File: src/rtl/pal_registered_if.sv
// Serial configuration channel of the registered PAL: the loader is the master,
// and the PAL core is the slave that reports busy and done.
interface pal_cfg_if;
  logic cfg_start;
  logic cfg_valid;
  logic cfg_data;
  logic cfg_busy;
  logic cfg_done;

  modport master (
    output cfg_start,
    output cfg_valid,
    output cfg_data,
    input  cfg_busy,
    input  cfg_done
  );

  modport slave (
    input  cfg_start,
    input  cfg_valid,
    input  cfg_data,
    output cfg_busy,
    output cfg_done
  );
endinterface

File: src/rtl/pal_registered.sv
// Fuse-programmable PAL with per-output registered/combinational macrocells,
// configured by a bit-serial fuse stream shifted in through pal_cfg_if.
//
// state  | meaning
// UNCONF | no configuration since reset; y and q held at 0
// LOAD   | shifting fuse bits in; y and q held at 0
// ACTIVE | fuse array live; macrocells evaluate and capture
module pal_registered #(
  parameter int NUM_INPUTS       = 5,
  parameter int NUM_OUTPUTS      = 4,
  parameter int TERMS_PER_OUTPUT = 4
) (
  input  logic                   clk,
  input  logic                   rst_n,
  pal_cfg_if.slave               cfg,
  input  logic [NUM_INPUTS-1:0]  in_a,
  output logic [NUM_OUTPUTS-1:0] y
);

  localparam int NSIG      = NUM_INPUTS + NUM_OUTPUTS;
  localparam int L         = 2 * NSIG;
  localparam int NTERMS    = NUM_OUTPUTS * TERMS_PER_OUTPUT;
  localparam int MC_BASE   = NTERMS * L;
  localparam int FUSE_BITS = MC_BASE + 2 * NUM_OUTPUTS;
  localparam int CW        = $clog2(FUSE_BITS + 1);
  localparam logic [CW-1:0] LAST_IDX = CW'(FUSE_BITS - 1);

  typedef enum logic [1:0] {
    UNCONF = 2'd0,
    LOAD   = 2'd1,
    ACTIVE = 2'd2
  } state_t;

  state_t                 state, state_nxt;
  logic [CW-1:0]          cnt, cnt_nxt;
  logic                   shift_en;
  logic [FUSE_BITS-1:0]   fuse;
  logic [NUM_OUTPUTS-1:0] q;
  logic [NUM_OUTPUTS-1:0] sum;
  logic [NUM_OUTPUTS-1:0] mode;
  logic [NUM_OUTPUTS-1:0] inv;
  logic [NSIG-1:0]        sig;
  logic [L-1:0]           lit;
  logic [NTERMS-1:0]      term;

  // FSM state register and serial fuse shifter
  always_ff @(posedge clk or negedge rst_n) begin
    if (!rst_n) begin
      state <= UNCONF;
      cnt   <= '0;
      fuse  <= '0;
    end else begin
      state <= state_nxt;
      cnt   <= cnt_nxt;
      if (shift_en)
        fuse <= {cfg.cfg_data, fuse[FUSE_BITS-1:1]};
    end
  end

  // Next-state logic; a start pulse overrides everything, including a valid bit
  always_comb begin
    state_nxt = state;
    cnt_nxt   = cnt;
    shift_en  = 1'b0;
    if (cfg.cfg_start) begin
      state_nxt = LOAD;
      cnt_nxt   = '0;
    end else begin
      case (state)
        LOAD: begin
          if (cfg.cfg_valid) begin
            shift_en = 1'b1;
            if (cnt == LAST_IDX) begin
              state_nxt = ACTIVE;
              cnt_nxt   = '0;
            end else begin
              cnt_nxt = cnt + 1'b1;
            end
          end
        end
        ACTIVE:  state_nxt = ACTIVE;
        default: state_nxt = state;
      endcase
    end
  end

  assign cfg.cfg_busy = (state == LOAD);
  assign cfg.cfg_done = (state == ACTIVE);

  // Feedback comes only from q, so the array is loop-free in every mode
  assign sig = {q, in_a};

  for (genvar k = 0; k < NSIG; k++) begin : g_lit
    assign lit[2*k]   = sig[k];
    assign lit[2*k+1] = ~sig[k];
  end

  // A term with no fuse blown is disabled rather than vacuously true
  for (genvar n = 0; n < NTERMS; n++) begin : g_term
    logic [L-1:0] tf;
    assign tf      = fuse[n*L +: L];
    assign term[n] = (|tf) & (&(~tf | lit));
  end

  for (genvar o = 0; o < NUM_OUTPUTS; o++) begin : g_mc
    assign sum[o]  = |term[o*TERMS_PER_OUTPUT +: TERMS_PER_OUTPUT];
    assign mode[o] = fuse[MC_BASE + 2*o];
    assign inv[o]  = fuse[MC_BASE + 2*o + 1];
  end

  // A start pulse in ACTIVE must already clear q at the edge that leaves ACTIVE
  always_ff @(posedge clk or negedge rst_n) begin
    if (!rst_n)
      q <= '0;
    else if (state == ACTIVE && !cfg.cfg_start)
      q <= sum;
    else
      q <= '0;
  end

  assign y = (state == ACTIVE) ? (((mode & q) | (~mode & sum)) ^ inv) : '0;

endmodule

File: src/flat_wrapper.sv
// flat-port wrapper written by rule: the top's interface ports become plain ports
module pal_registered_flat 
#(
  parameter int NUM_INPUTS       = 5,
  parameter int NUM_OUTPUTS      = 4,
  parameter int TERMS_PER_OUTPUT = 4
)
  (clk, rst_n, in_a, y, cfg_cfg_start, cfg_cfg_valid, cfg_cfg_data, cfg_cfg_busy, cfg_cfg_done);
  pal_cfg_if cfg_i ();
  input  logic clk;
  input  logic rst_n;
  input  logic [NUM_INPUTS-1:0] in_a;
  output logic [NUM_OUTPUTS-1:0] y;
  input wire logic [$bits(cfg_i.cfg_start)-1:0] cfg_cfg_start;
  input wire logic [$bits(cfg_i.cfg_valid)-1:0] cfg_cfg_valid;
  input wire logic [$bits(cfg_i.cfg_data)-1:0] cfg_cfg_data;
  output wire logic [$bits(cfg_i.cfg_busy)-1:0] cfg_cfg_busy;
  output wire logic [$bits(cfg_i.cfg_done)-1:0] cfg_cfg_done;
  assign cfg_i.cfg_start = cfg_cfg_start;
  assign cfg_i.cfg_valid = cfg_cfg_valid;
  assign cfg_i.cfg_data = cfg_cfg_data;
  assign cfg_cfg_busy = cfg_i.cfg_busy;
  assign cfg_cfg_done = cfg_i.cfg_done;
  pal_registered #(.NUM_INPUTS(NUM_INPUTS), .NUM_OUTPUTS(NUM_OUTPUTS), .TERMS_PER_OUTPUT(TERMS_PER_OUTPUT)) u_core (.clk(clk), .rst_n(rst_n), .cfg(cfg_i), .in_a(in_a), .y(y));
endmodule
File: config.mk
export PLATFORM = sky130hd
export DESIGN_NAME = pal_registered_flat
export DESIGN_NICKNAME = d
export VERILOG_FILES = /design/src/rtl/pal_registered_if.sv /design/src/rtl/pal_registered.sv /design/src/flat_wrapper.sv
export SDC_FILE = /design/constraint.sdc
export NUM_CORES = 1
export LEC_CHECK = 0
export ABC_AREA = 1
export BUFFER_PORTS_ARGS = -buffer_cell sky130_fd_sc_hd__buf_2
export CAP_MARGIN = 10
export CORE_UTILIZATION = 48
export DETAILED_ROUTE_END_ITERATION = 16
export PLACE_DENSITY = 0.74
export SYNTH_ARGS = -nofsm -noshare
export SYNTH_HDL_FRONTEND = slang
export SYNTH_SLANG_ARGS = --single-unit
export TNS_END_PERCENT = 20
File: constraint.sdc
create_clock -name clk -period 2.13 [get_ports clk]
set_clock_uncertainty 0.15 [all_clocks]
set_input_delay 0.426 -clock clk [delete_from_list [all_inputs] [get_ports clk]]
set_output_delay 0.426 -clock clk [all_outputs]
set_load 0.03 [all_outputs]
==> After elaboration in Yosys (flattened, before gate mapping) <==
Index checks and enable logic that the tools add are counted.
{ "classes": {"n_addsub": 1, "n_eq_ne": 5, "mux": 13, "bitwise_logic": 62, "reduce_logical": 43} }
{ "ops": {"columns": ["cell", "n"], "rows": [
  ["$not A18 Y18", 16],
  ["$or A18 B18 Y18", 16],
  ["$reduce_and A18 Y1", 16],
  ["$reduce_or A18 Y1", 16],
  ["$mux W9", 4],
  ["$and A1 B1 Y1", 16],
  ["$reduce_or A4 Y1", 4],
  ["$add A9 B1 Y9 const B", 1],
  ["$eq A9 B9 Y1 const B", 1],
  ["$not A1 Y1", 9],
  ["$and A4 B4 Y4", 2],
  ["$mux W4", 2],
  ["$mux W2", 3],
  ["$not A4 Y4", 1],
  ["$or A4 B4 Y4", 1],
  ["$pmux W2 S2", 1],
  ["$reduce_bool A2 Y1", 2],
  ["$xor A4 B4 Y4", 1],
  ["$mux W1", 3],
  ["$ne A3 B2 Y1 const B", 1],
  ["$ne A3 B3 Y1 const B", 1],
  ["$reduce_and A3 Y1", 1],
  ["$reduce_bool A3 Y1", 1],
  ["$eq A2 B1 Y1 const B", 1],
  ["other kinds (4)", 4]
]} }
{ "totals": {"regBits": 311, "out_inout_bits": 6} }

==> Logic depth before layout (Yosys ltp) <==
{ "depth": {"ltp_word": 9, "ltp_mapped": 14} }

==> Least setup slack after synthesis <==
OpenSTA, ideal clock, no wires.
{ "synth_timing": {"kind": "input-to-output", "startpoint": "in in_a[0]", "endpoint": "out y[3]", "arrival_time_ns": 1.704, "slack_ns": -0.150, "path_stages": 13, "path_buffers": 2, "path_cell_list": "buf_6 -> buf_8 -> nor2_1 -> nor2_1 -> nand2_1 -> nor2_1 -> nand2_1 -> nor2_1 -> nor2_2 -> nand3_2 -> nand3_1 -> nand2_1 -> nor2_1"} }
{ "synth_between": {"elab_chain_len": 9} }
{ "synth_lines": {"columns": ["element", "line_no", "source"], "rows": [
  ["start: declaration", "flat_wrapper.sv:12", "input logic [NUM_INPUTS-1:0] in_a;"],
  ["$not A1 Y1", "pal_registered.sv:95", "assign lit[2*k+1] = ~sig[k];"],
  ["$or A18 B18 Y18", "pal_registered.sv:102", "assign term[n] = (|tf) & (&(~tf | lit));"],
  ["$reduce_and A18 Y1", "pal_registered.sv:102", null],
  ["$and A1 B1 Y1", "pal_registered.sv:102", null],
  ["$reduce_or A4 Y1 (*)", "pal_registered.sv:106", "assign sum[o] = |term[o*TERMS_PER_OUTPUT +: TERMS_PER_OUTPUT];"],
  ["$and A4 B4 Y4 (*)", "pal_registered.sv:121", "assign y = (state == ACTIVE) ? (((mode & q) | (~mode & sum)) ^ inv) : '0;"],
  ["$or A4 B4 Y4 (*)", "pal_registered.sv:121", null],
  ["$xor A4 B4 Y4 (*)", "pal_registered.sv:121", null],
  ["$mux W4 (*)", "pal_registered.sv:121", null],
  ["end: declaration", "flat_wrapper.sv:13", "output logic [NUM_OUTPUTS-1:0] y;"]
]} }
Mark *: on every way between the ends. The rest lies on a longest branch, timed or not.

==> Worst setup path in the final report <==
{ "layout_timing": {"startpoint": "reg u_core.q[0]", "endpoint": "out y[1]"} }
{ "layout_between": {"elab_chain_len": 9} }
{ "layout_lines": {"columns": ["element", "line_no", "source"], "rows": [
  ["start: declaration", "pal_registered.sv:38", "logic [NUM_OUTPUTS-1:0] q;"],
  ["start signal: assignment", "pal_registered.sv:116", "q <= sum;"],
  ["$not A1 Y1", "pal_registered.sv:95", null],
  ["$or A18 B18 Y18", "pal_registered.sv:102", null],
  ["$reduce_and A18 Y1", "pal_registered.sv:102", null],
  ["$and A1 B1 Y1", "pal_registered.sv:102", null],
  ["$reduce_or A4 Y1 (*)", "pal_registered.sv:106", null],
  ["$and A4 B4 Y4 (*)", "pal_registered.sv:121", null],
  ["$or A4 B4 Y4 (*)", "pal_registered.sv:121", null],
  ["$xor A4 B4 Y4 (*)", "pal_registered.sv:121", null],
  ["$mux W4 (*)", "pal_registered.sv:121", null]
]} }
Marks and branches as above.

==> impl_metrics.py <==
metrics = {
    "cts": {
        "cts_num_sinks": 311,
        "cts_buffers": 35,
        "cts_max_level": 2,
        "cts-root-buf": "clkbuf_16",
        "clkTransAtPathRegs_ns": 0.06,
        "cts_buffer_depth": 3,
        "cts_tree": "yes",
        "clock_latency_ns": 0.51,
    },
    "yosys": {
        "ys.flop_type": "dfrtp_1",
        "synth_edf_count": 0,
        "synth.ff_latch_count": 311,
        "ys_types": 33,
        "ys_seq_area_frac": 0.507,
        "yosys_warnings": 0,
        "syn-cell-area_um2": 15300,
        "async_flop_share": 1.00,
        "synthesis.nets": 2080,
        "synthCells": 2069,
        "syn_area_per_cell_um2": 7.42,
    },
    "grt": {
        "grt_max_degree": 116,
        "grt_pass1_vias": 13100,
        "grt_pass1_wl_um": 65300,
        "antenna_found_initial": 0,
        "overflow": 0,
        "busiest_layer": "met2",
        "grtUsageMet3": 0.0331,
        "grt_use_met1": 0.326,
        "grt_use_total": 0.248,
        "use_met2": 0.411,
    },
    "routing": {
        "drtIter0Drc": 1194,
        "wl_per_cell_um": 14.8,
        "drc": 0,
        "ant_nets": 0,
        "vias": 13800,
        "drtPass1Iterations": 5,
        "viasPerCell": 5.14,
        "wl_um": 39700,
    },
    "floorplan": {
        "row_count": 65,
        "fp.dieW_um": 181,
        "io_pins": 16,
        "dieArea_um2": 32700,
        "start_util": 0.487,
        "core_area_um2": 31500,
        "die_y_um": 181,
    },
    "setup_path": {
        "reg2reg_slack_ns": 0.13,
        "worstSetupStartpointType": "register",
        "r2r-start": "u_core.state[0]$_DFFE_PN0P_",
        "cp-end-kind": "output pin",
        "path_max_fanout": 6,
        "r2r-end": "u_core.fuse[125]$_DFFE_PN0P_",
        "worstSetupPathType": "reg2out",
        "critPathRequiredTime_ns": 1.55,
        "ff2ff_path_depth": 7,
        "cp.arrival_ns": 2.38,
    },
    "final_layout": {
        "final_common_cell": "nand2_1",
        "layout_common_cells": "nand2_1, dfrtp_1, o21ai_0",
        "drive_above_1_share": 0.155,
        "fin_area_um2": 18700,
        "diodes": 0,
        "area_growth_pct": 21.7,
        "nets": 2264,
    },
    "place": {
        "dpl_cell_area_um2": 17300,
        "place_hpwl_um": 27200,
        "gp_congestion": 0.863,
        "io_buffer_count": 15,
    },
    "timing": {
        "hold_violations": 0,
        "rsz0062_at_grt": "yes",
        "setup_ws_ns": -0.829,
        "max_slew_margin": 0.670,
        "period_minus_slack_ns": 2.96,
        "setup_viol": 4,
        "drv_slew": 0,
        "fmaxAchievable_mhz": 338,
        "worstMarginPinSlew_ns": 0.495,
        "setup-tns-final_ns": -3.21,
        "period_share": 1.39,
    },
    "flow_run": {
        "max-cap-violations": 0,
    },
    "pwr": {
        "p_leak_uw": 0.00945,
        "ir_drop_mv": 0.507,
        "powerDensity_nw_per_um2": 989,
    },
    "status": {
        "outcome": "finished, violations left",
        "violations": "setup timing",
    },
    "worst_hold_path": {
        "hold_path.class": "in2reg",
        "min_from": "cfg_cfg_start",
        "whs_endpoint": "u_core.state[0]$_DFFE_PN0P_",
        "min_path_cells": 3,
    },
}
==> what timing repair did <==
action,in CTS,in global routing
buffers inserted,0,6
setup endpoints to repair,4,5
hold buffers,2,0
pin swaps,2,22
endpoints found under the hold margin,166,0
resized for setup,13,36
cloned,0,1
==> where the power goes <==
part / leakage (uW) / internal, uW / switching, uW
clock: 0.000552 / 3530 / 2400
combinational: 0.00485 / 2010 / 2630
sequential: 0.00404 / 7040 / 858
==> critical path, stage by stage, from the launching register on <==
cell     delay, ns
dfrtp_2       0.43
buf_12        0.16
buf_12        0.13
buf_4         0.13
o21ai_1       0.12
nor2_1        0.06
nand2_2       0.09
nor2_2        0.06
nor2_2        0.16
nand3_2       0.12
nand3_2       0.07
nand2_1       0.05
nor2_2        0.12
buf_6         0.13
==> routing by layer <==
metal / part of all wire / vias up
li1: - / 6762
met1: 0.43 / 6520
met2: 0.48 / 406
met3: 0.051 / 86
met4: 0.037 / 0
met5: 0 / -
==> synthesized netlist by cell type (13+ instances only) <==
library cell / n / share of area
o21ai_0: 269 / 0.088
buf_4: 17 / 0.0083
nor2_1: 235 / 0.057
inv_1: 222 / 0.054
nand4_1: 14 / 0.0057
nor2_2: 13 / 0.0053
nand2_1: 766 / 0.19
o21ai_1: 35 / 0.011
a21oi_1: 14 / 0.0046
dfrtp_1: 311 / 0.51
nor3_1: 14 / 0.0046
buf_6: 22 / 0.016
buf_2: 27 / 0.0088
clkbuf_1: 25 / 0.0061
nand3_1: 46 / 0.015
==> registers in the layout, indices dropped and copies added, names as in the netlist <==
name and count:
u_core.fuse 296, u_core.cnt 9, u_core.q 4, u_core.state 2
==> stage by stage <==
step            util  hold WS [ns]  total power (uW)  instances  setup slack [ns]
2_1_floorplan      -       -0.0196             10500       2069           -0.0451
3_3_place_gp   0.550         0.158             12300       2609            -0.439
3_5_place_dp   0.550         0.155             12500       2609            -0.474
4_1_cts        0.587        0.0887             18400       2672            -0.887
5_1_grt        0.593         0.111             19600       2679            -0.967
6_report       0.593        0.0900             18500       2679            -0.829
==> how the worst max path moves through the flow <==
stage                                      from   end  cells after the start
after floorplan                         in_a[3]  y[1]                     11
after global placement                  in_a[0]  y[3]                     15
after detailed placement                in_a[0]  y[3]                     15
after CTS                 u_core.q[0]$_DFF_PN0_  y[0]                     14
after global routing      u_core.q[0]$_DFF_PN0_  y[2]                     14
final                     u_core.q[0]$_DFF_PN0_  y[1]                     13
==> cell type report <==
type                            count  area (um^2)
Clock buffer                       50         1000
Clock inverter                     11          123
Fill cell                        2691        12800
Inverter                          231          873
Multi-Input combinational cell   1435         6170
Sequential cell                   311         7790
Tap cell                          402          503
Timing Repair Buffer              239         2220
==> cells by family (layout without fill, tap and decap cells) <==
kind of cell / count (synthesis) / in the layout / synth area share
flops: 311 / 311 / 0.507
compound gates: 325 / 325 / 0.107
xor+xnor: 1 / 1 / 0.000571
simple gates: 1108 / 1108 / 0.287
buf+inv: 323 / 531 / 0.0969
fa+ha+maj: 1 / 1 / 0.000815
Note: power is estimated with default switching activity, not from simulation.
